File: src/rtl/logic_unit_defs.sv
`default_nettype none
// ============================================================================
// Module : logic_unit_defs (package)
// Brief  : Op encodings and legal parameter ranges for the pipelined logic unit.
// Rev    : 1.0
// ============================================================================
package logic_unit_defs;

    localparam logic [1:0] OP_AND  = 2'd0;
    localparam logic [1:0] OP_OR   = 2'd1;
    localparam logic [1:0] OP_XOR  = 2'd2;
    localparam logic [1:0] OP_NAND = 2'd3;

    localparam int WIDTH_MIN  = 1;
    localparam int WIDTH_MAX  = 64;
    localparam int STAGES_MIN = 1;
    localparam int STAGES_MAX = 4;

endpackage
`default_nettype wire

File: src/rtl/logic_unit_stage.sv
`default_nettype none
// ============================================================================
// Module : logic_unit_stage
// Brief  : One valid+data pipeline register that loads when its advance is high.
// Rev    : 1.0
// ============================================================================
module logic_unit_stage #(
    parameter int WIDTH = 8
) (
    input  logic             clk,
    input  logic             rst,
    input  logic             i_adv,
    input  logic             i_valid,
    input  logic [WIDTH-1:0] i_data,
    output logic             o_valid,
    output logic [WIDTH-1:0] o_data
);

    logic             r_valid;
    logic [WIDTH-1:0] r_data;

    // Data only loads with a valid beat so bubbles leave the register untouched.
    always_ff @(posedge clk) begin
        if (rst) begin
            r_valid <= 1'b0;
            r_data  <= '0;
        end else if (i_adv) begin
            r_valid <= i_valid;
            if (i_valid) begin
                r_data <= i_data;
            end
        end
    end

    assign o_valid = r_valid;
    assign o_data  = r_data;

endmodule
`default_nettype wire

File: src/rtl/logic_unit_pipe.sv
`default_nettype none
// ============================================================================
// Module : logic_unit_pipe
// Brief  : WIDTH-bit AND/OR/XOR/NAND unit behind a STAGES-deep valid/ready pipe.
//          Optional accumulator operand enabled by LOGIC_UNIT_ACC_EN.
// Rev    : 1.0
// ============================================================================
module logic_unit_pipe
    import logic_unit_defs::*;
#(
    parameter int WIDTH  = 8,
    parameter int STAGES = 2
) (
    input  logic             clk,
    input  logic             reset,
    input  logic             inValid,
    output logic             inReady,
    input  logic [WIDTH-1:0] inA,
    input  logic [WIDTH-1:0] inB,
    input  logic [1:0]       op,
`ifdef LOGIC_UNIT_ACC_EN
    input  logic             accMode,
    input  logic             accClr,
`endif
    output logic             outValid,
    input  logic             outReady,
    output logic [WIDTH-1:0] out,
    output logic             zero,
    output logic             ones
);

    if (WIDTH < WIDTH_MIN || WIDTH > WIDTH_MAX ||
        STAGES < STAGES_MIN || STAGES > STAGES_MAX) begin : g_bad_params
        $error("logic_unit_pipe: WIDTH or STAGES out of range");
    end

    logic [WIDTH-1:0] w_opb;
    logic [WIDTH-1:0] w_func;
    wire  [WIDTH-1:0] w_and;
    wire  [WIDTH-1:0] w_or;
    wire  [WIDTH-1:0] w_xor;
    wire  [WIDTH-1:0] w_nand;

`ifdef LOGIC_UNIT_ACC_EN
    logic [WIDTH-1:0] r_acc;

    // A clear coinciding with an accumulating beat feeds zero into that beat.
    assign w_opb = accMode ? (accClr ? '0 : r_acc) : inB;

    always_ff @(posedge clk) begin
        if (reset) begin
            r_acc <= '0;
        end else if (inValid && inReady && accMode) begin
            r_acc <= w_func;
        end else if (accClr) begin
            r_acc <= '0;
        end
    end
`else
    assign w_opb = inB;
`endif

    for (genvar i = 0; i < WIDTH; i++) begin : g_bit
        and  u_and  (w_and[i],  inA[i], w_opb[i]);
        or   u_or   (w_or[i],   inA[i], w_opb[i]);
        xor  u_xor  (w_xor[i],  inA[i], w_opb[i]);
        nand u_nand (w_nand[i], inA[i], w_opb[i]);
    end

    always_comb begin
        case (op)
            OP_AND:  w_func = w_and;
            OP_OR:   w_func = w_or;
            OP_XOR:  w_func = w_xor;
            default: w_func = w_nand;
        endcase
    end

    logic [STAGES-1:0] w_valid;
    logic [STAGES-1:0] w_adv;
    logic [WIDTH-1:0]  w_data [STAGES];

    // adv[k] = !v[k] || adv[k+1] unrolled: a stage moves if outReady or any
    // stage at or after it is empty. Built from registered valids only.
    always_comb begin
        w_adv = '0;
        for (int k = 0; k < STAGES; k++) begin
            w_adv[k] = outReady;
            for (int j = k; j < STAGES; j++) begin
                if (!w_valid[j]) begin
                    w_adv[k] = 1'b1;
                end
            end
        end
    end

    for (genvar k = 0; k < STAGES; k++) begin : g_stage
        logic             w_in_valid;
        logic [WIDTH-1:0] w_in_data;

        if (k == 0) begin : g_src_input
            assign w_in_valid = inValid;
            assign w_in_data  = w_func;
        end else begin : g_src_prev
            assign w_in_valid = w_valid[k-1];
            assign w_in_data  = w_data[k-1];
        end

        logic_unit_stage #(
            .WIDTH (WIDTH)
        ) u_stage (
            .clk     (clk),
            .rst     (reset),
            .i_adv   (w_adv[k]),
            .i_valid (w_in_valid),
            .i_data  (w_in_data),
            .o_valid (w_valid[k]),
            .o_data  (w_data[k])
        );
    end

    logic             w_last_in_valid;
    logic [WIDTH-1:0] w_last_in;

    if (STAGES == 1) begin : g_flag_src_input
        assign w_last_in_valid = inValid;
        assign w_last_in       = w_func;
    end else begin : g_flag_src_pipe
        assign w_last_in_valid = w_valid[STAGES-2];
        assign w_last_in       = w_data[STAGES-2];
    end

    logic r_zero;
    logic r_ones;

    always_ff @(posedge clk) begin
        if (reset) begin
            r_zero <= 1'b0;
            r_ones <= 1'b0;
        end else if (w_adv[STAGES-1] && w_last_in_valid) begin
            r_zero <= ~|w_last_in;
            r_ones <= &w_last_in;
        end
    end

    assign inReady  = w_adv[0];
    assign outValid = w_valid[STAGES-1];
    assign out      = w_data[STAGES-1];
    assign zero     = r_zero;
    assign ones     = r_ones;

endmodule
`default_nettype wire
File: config.mk
export PLATFORM = sky130hd
export DESIGN_NAME = logic_unit_pipe
export DESIGN_NICKNAME = d
export VERILOG_FILES = /design/src/rtl/logic_unit_defs.sv /design/src/rtl/logic_unit_stage.sv /design/src/rtl/logic_unit_pipe.sv
export SDC_FILE = /design/constraint.sdc
export NUM_CORES = 1
export LEC_CHECK = 0
export CAP_MARGIN = 25
export CELL_PAD_IN_SITES_DETAIL_PLACEMENT = 0
export CELL_PAD_IN_SITES_GLOBAL_PLACEMENT = 1
export CORE_AREA = 2 2 67 69
export DETAILED_ROUTE_END_ITERATION = 6
export DIE_AREA = 0 0 69 71
export GPL_TIMING_DRIVEN = 0
export MAX_ROUTING_LAYER = met4
export PLACE_DENSITY = 0.75
export SYNTH_ARGS = -nofsm -noshare
export SYNTH_HDL_FRONTEND = slang
export SYNTH_HIERARCHICAL = 1
export SYNTH_SLANG_ARGS = --single-unit
File: constraint.sdc
create_clock -name clk -period 1.5 [get_ports clk]
set_input_delay 0.15 -clock clk [delete_from_list [all_inputs] [get_ports clk]]
set_output_delay 0.15 -clock clk [all_outputs]
set_load 0.05 [all_outputs]
==> summary.txt <==
Layout
  • Filler Cell Count: 425
  • End-of-flow core utilization: 0.4625
  • Final standard cell count with taps included and fillers excluded: 270
  • Number of nets in the finished design: 257
  • Proportion of layout cells with a drive suffix above 1: 0.1789
  • Area Overhead vs Synth: 29.50%
  • Ant diodes: 0
  • Area used by multi-input combinational logic: 930.9 um^2
  • FF+latch area: 404.1 um^2

STA
  • Fin. Hold Viols: 0
  • Worst hold slack after final layout: 307.8 ps
  • Worst Skew: 2.021 ps
  • Min Tclk post-route: 1405 ps
  • Unrepaired setup endpoints after global routing: no
  • Transition time at the pin with the least slew margin: 489.6 ps
  • Number of pins exceeding their max-slew limit in the final report: 0
  • Period utilization: 0.9364
  • Remaining max-slew budget at the tightest pin: 0.6749
  • Number of failing setup endpoints in the final timing report: 0
  • FMAX: 0.7119 GHz

Worst setup path
  • Critical path data required time: 1690 ps
  • Endpoint type of the worst setup path: flop
  • Capture point of the worst path: g_stage[0].u_stage/o_data[7]
  • Register-to-register setup slack: 180 ps
  • Nature of the critical path startpoint: primary input
  • Reg2reg path depth: 6
  • Crit Reg-Reg Startpoint: g_stage[1].u_stage/o_valid
  • WP data arrival: 1600 ps
  • Crit Path Max Fanout: 2
  • FF-to-FF End: g_stage[1].u_stage/o_data[4]
  • Critical path origin: inA[7]
  • Setup Crit Path Kind: primary input to flop

Route
  • Residual DRC: 0
  • Avg WL per Cell: 11.14 um
  • Post-Route M1 WL: 1.435 mm
  • Avg Vias per Cell: 4.822
  • Count of vias placed by the detailed router: 1302
  • Drt first pass iters: 4
  • Post-Route WL: 3.009 mm
  • Highest layer used for signal routing: met4
  • Number of violations reported at the end of detailed-routing iteration 0: 65
  • DR WL met3: 109 um
  • ANT nets after route: 0
  • Met2 wirelength from detailed routing: 1.439 mm

Clocking
  • Largest buffer count on any clock path: 2
  • Hold buffer count at CTS: 0
  • Clock Root Buffer: sky130_fd_sc_hd__clkbuf_8
  • Clock slew at the register clock pins of the worst setup and hold paths: 80 ps
  • Number of levels in the clock H-tree: 1
  • Clock latency reported for the late side of the worst-skew pair: 260 ps
  • Post-CTS Setup Inserts: 0
  • Clock sink count: 20
  • Number of buffers created by CTS: 3
  • TritonCTS clock tree: built

Global route
  • Number of global-route vias before repair: 1285
  • Initial antenna violation count: 0
  • Overall Global Routing Usage: 0.1381
  • Global-route wire length before repair: 5.623 mm
  • Maximum number of pins on one net before global-route repair: 12
  • Remaining global-route overflow: 0

Synthesis
  • Count of unique library cells instantiated by Yosys: 28
  • FFs w/ async S/R, synth: 0
  • Area of the mapped netlist: 0.001501 mm^2
  • Post-synthesis xor/xnor area fraction: 0
  • Synth Area in Compound Gates: 0.2833
  • Dominant combinational cell family by area after synthesis: compound AO/OA/AOI/OAI gates
  • Cell count after synthesis: 184
  • Area share of and/or/nand/nor cells after synthesis: 0.1683
  • Fraction of the yosys area taken by sequential cells: 0.2667
  • Most instantiated flip-flop cell in the synthesis netlist: sky130_fd_sc_hd__dfxtp_1
  • Number of flops mapped to enable cells by yosys: 0
  • Yosys warnings: 6
  • Arithmetic-cell share of the synthesized area counting full adders, half adders and majority gates: 0.1333
  • Share of synthesized area spent on multiplexers: 0.01333
  • FF+latch count, synth: 20
  • Nets in the synthesized netlist: 222
  • Synth Area per Inst: 8.160 um^2

Placed design
  • Number of cells in the design after placement: 266
  • Total of buffers placed on input and output ports: 30
  • RD Place Congestion: 0.7321
  • HPWL after detailed placement: 2.351 mm

Floorplanning
  • Top Ports: 34
  • Standard-cell rows: 24
  • Initial core utilization: 0.3571
  • Core area: 0.004204 mm^2
  • Die boundary height: 71 um
  • Die Area: 0.004899 mm^2
  • DIE WIDTH: 69 um

Job
  • Max-cap check violation count: 0

Worst hold path
  • Origin of the worst min-delay path: inValid
  • Worst Hold Class: primary input to flop

Pwr
  • Power density over the cells: 678.1 mW/mm^2
  • Peak supply drop: 0.3024 mV
  • Leakage power total: 0.8942 nW

Status
  • Result of the run: complete, no violations
## critical path: stages
cell,delay [ps]
sky130_fd_sc_hd__clkdlybuf4s50_1,490
sky130_fd_sc_hd__inv_1,80
sky130_fd_sc_hd__ha_4,260
sky130_fd_sc_hd__nand2b_1,50
sky130_fd_sc_hd__a221o_1,280
sky130_fd_sc_hd__o21ai_0,80
sky130_fd_sc_hd__nand3_1,90
sky130_fd_sc_hd__a21oi_1,120
## sequential cells by signal, indices dropped and copies added (netlist names)
name                     count
zero                         1
g_stage.u_stage/o_valid      2
ones                         1
g_stage.u_stage/o_data      16
## cells in the final DEF, fill, tap and decap left out, drive strengths merged, types with 3 or more instances in the layout
cell           Yosys  layout
clkdlybuf4s50      0      16
nand2              7       7
a21oi             22      22
buf               14      14
o21ai             14      14
a21bo             16      16
clkbuf             1       6
ha                16      16
dlygate4sd2        0      11
nor2b             12      12
o211ai             3       3
dfxtp             20      20
o31ai              3       3
nand3             16      16
nand4              3       3
inv               23      23
## repair_timing
item | 4_1_cts | 5_1_grt
gates resized for setup | 12 | 8
cloned | 0 | 0
pin swaps | 0 | 2
hold endpoints to repair | 0 | 0
setup endpoints to repair | 12 | 3
## worst min-delay path by stage
stage | to | slack (ps) | cells past startpoint
after global placement | ones | 470 | 2
after floorplan | ones | 220 | 1
final | g_stage[0].u_stage/o_data[6] | 310 | 3
after global routing | g_stage[0].u_stage/o_data[2] | 330 | 3
after detailed placement | zero | 470 | 2
after CTS | g_stage[0].u_stage/o_data[5] | 310 | 3
## synthesized netlist by cell type, types with 3 or more instances
| cell | count | share of area |
|---|---|---|
| sky130_fd_sc_hd__inv_1 | 23 | 0.057 |
| sky130_fd_sc_hd__a21oi_1 | 20 | 0.067 |
| sky130_fd_sc_hd__dfxtp_1 | 20 | 0.27 |
| sky130_fd_sc_hd__ha_1 | 16 | 0.13 |
| sky130_fd_sc_hd__nand3_1 | 16 | 0.053 |
| sky130_fd_sc_hd__a21bo_2 | 14 | 0.093 |
| sky130_fd_sc_hd__o21ai_0 | 14 | 0.047 |
| sky130_fd_sc_hd__nor2b_1 | 11 | 0.046 |
| sky130_fd_sc_hd__nand2_1 | 7 | 0.018 |
| sky130_fd_sc_hd__buf_2 | 6 | 0.020 |
| sky130_fd_sc_hd__buf_6 | 4 | 0.030 |
| sky130_fd_sc_hd__nand4_1 | 3 | 0.013 |
| sky130_fd_sc_hd__o211ai_1 | 3 | 0.015 |
| sky130_fd_sc_hd__o31ai_1 | 3 | 0.015 |
## through the flow
step           setup TNS [ps]  worst slack (ps)  power (mW)  cell area, um^2
3_5_place_dp            -1021            -241.3      0.9184             1878
4_1_cts                     0             2.822       1.320             1918
5_1_grt                     0             10.02       1.399             1944
6_report                    0             95.38       1.318             1944
2_1_floorplan               0             62.22      0.8038             1513
3_3_place_gp           -904.7            -244.3      0.9159             1878
## final cells by class
| type | instances | share of cell area |
|---|---|---|
| multi-input cells | 126 | 0.4788 |
| flip-flops and latches | 20 | 0.2079 |
| repair buffers | 30 | 0.1474 |
| plain buffers | 15 | 0.05985 |
| inverters | 23 | 0.04440 |
| well taps | 52 | 0.03346 |
| clock buffers | 4 | 0.02831 |
## power breakdown
part / leakage [nW] / switching, mW / internal (mW)
Combinational: 0.701 / 0.167 / 0.160
Clock: 0.0288 / 0.180 / 0.233
Sequential: 0.164 / 0.0230 / 0.556
Total: 0.894 / 0.369 / 0.949
## cells by family (layout without fill, tap and decap cells)
logic type                 count (synthesis)  after routing
muxes                                      2              2
AOI/OAI and AO/OA                         62             62
and+or+nand+nor                           46             46
buffers and inverters                     38             72
adders and majority gates                 16             16
DFF                                       20             20
## layer usage
layer | global-route usage | vias to the layer above
li1 | - | 701
met4 | 0.03922 | 0
met2 | 0.2447 | 30
met1 | 0.1683 | 569
met5 | - | -
met3 | 0.01140 | 2
Note: power is estimated with default switching activity, not from simulation.
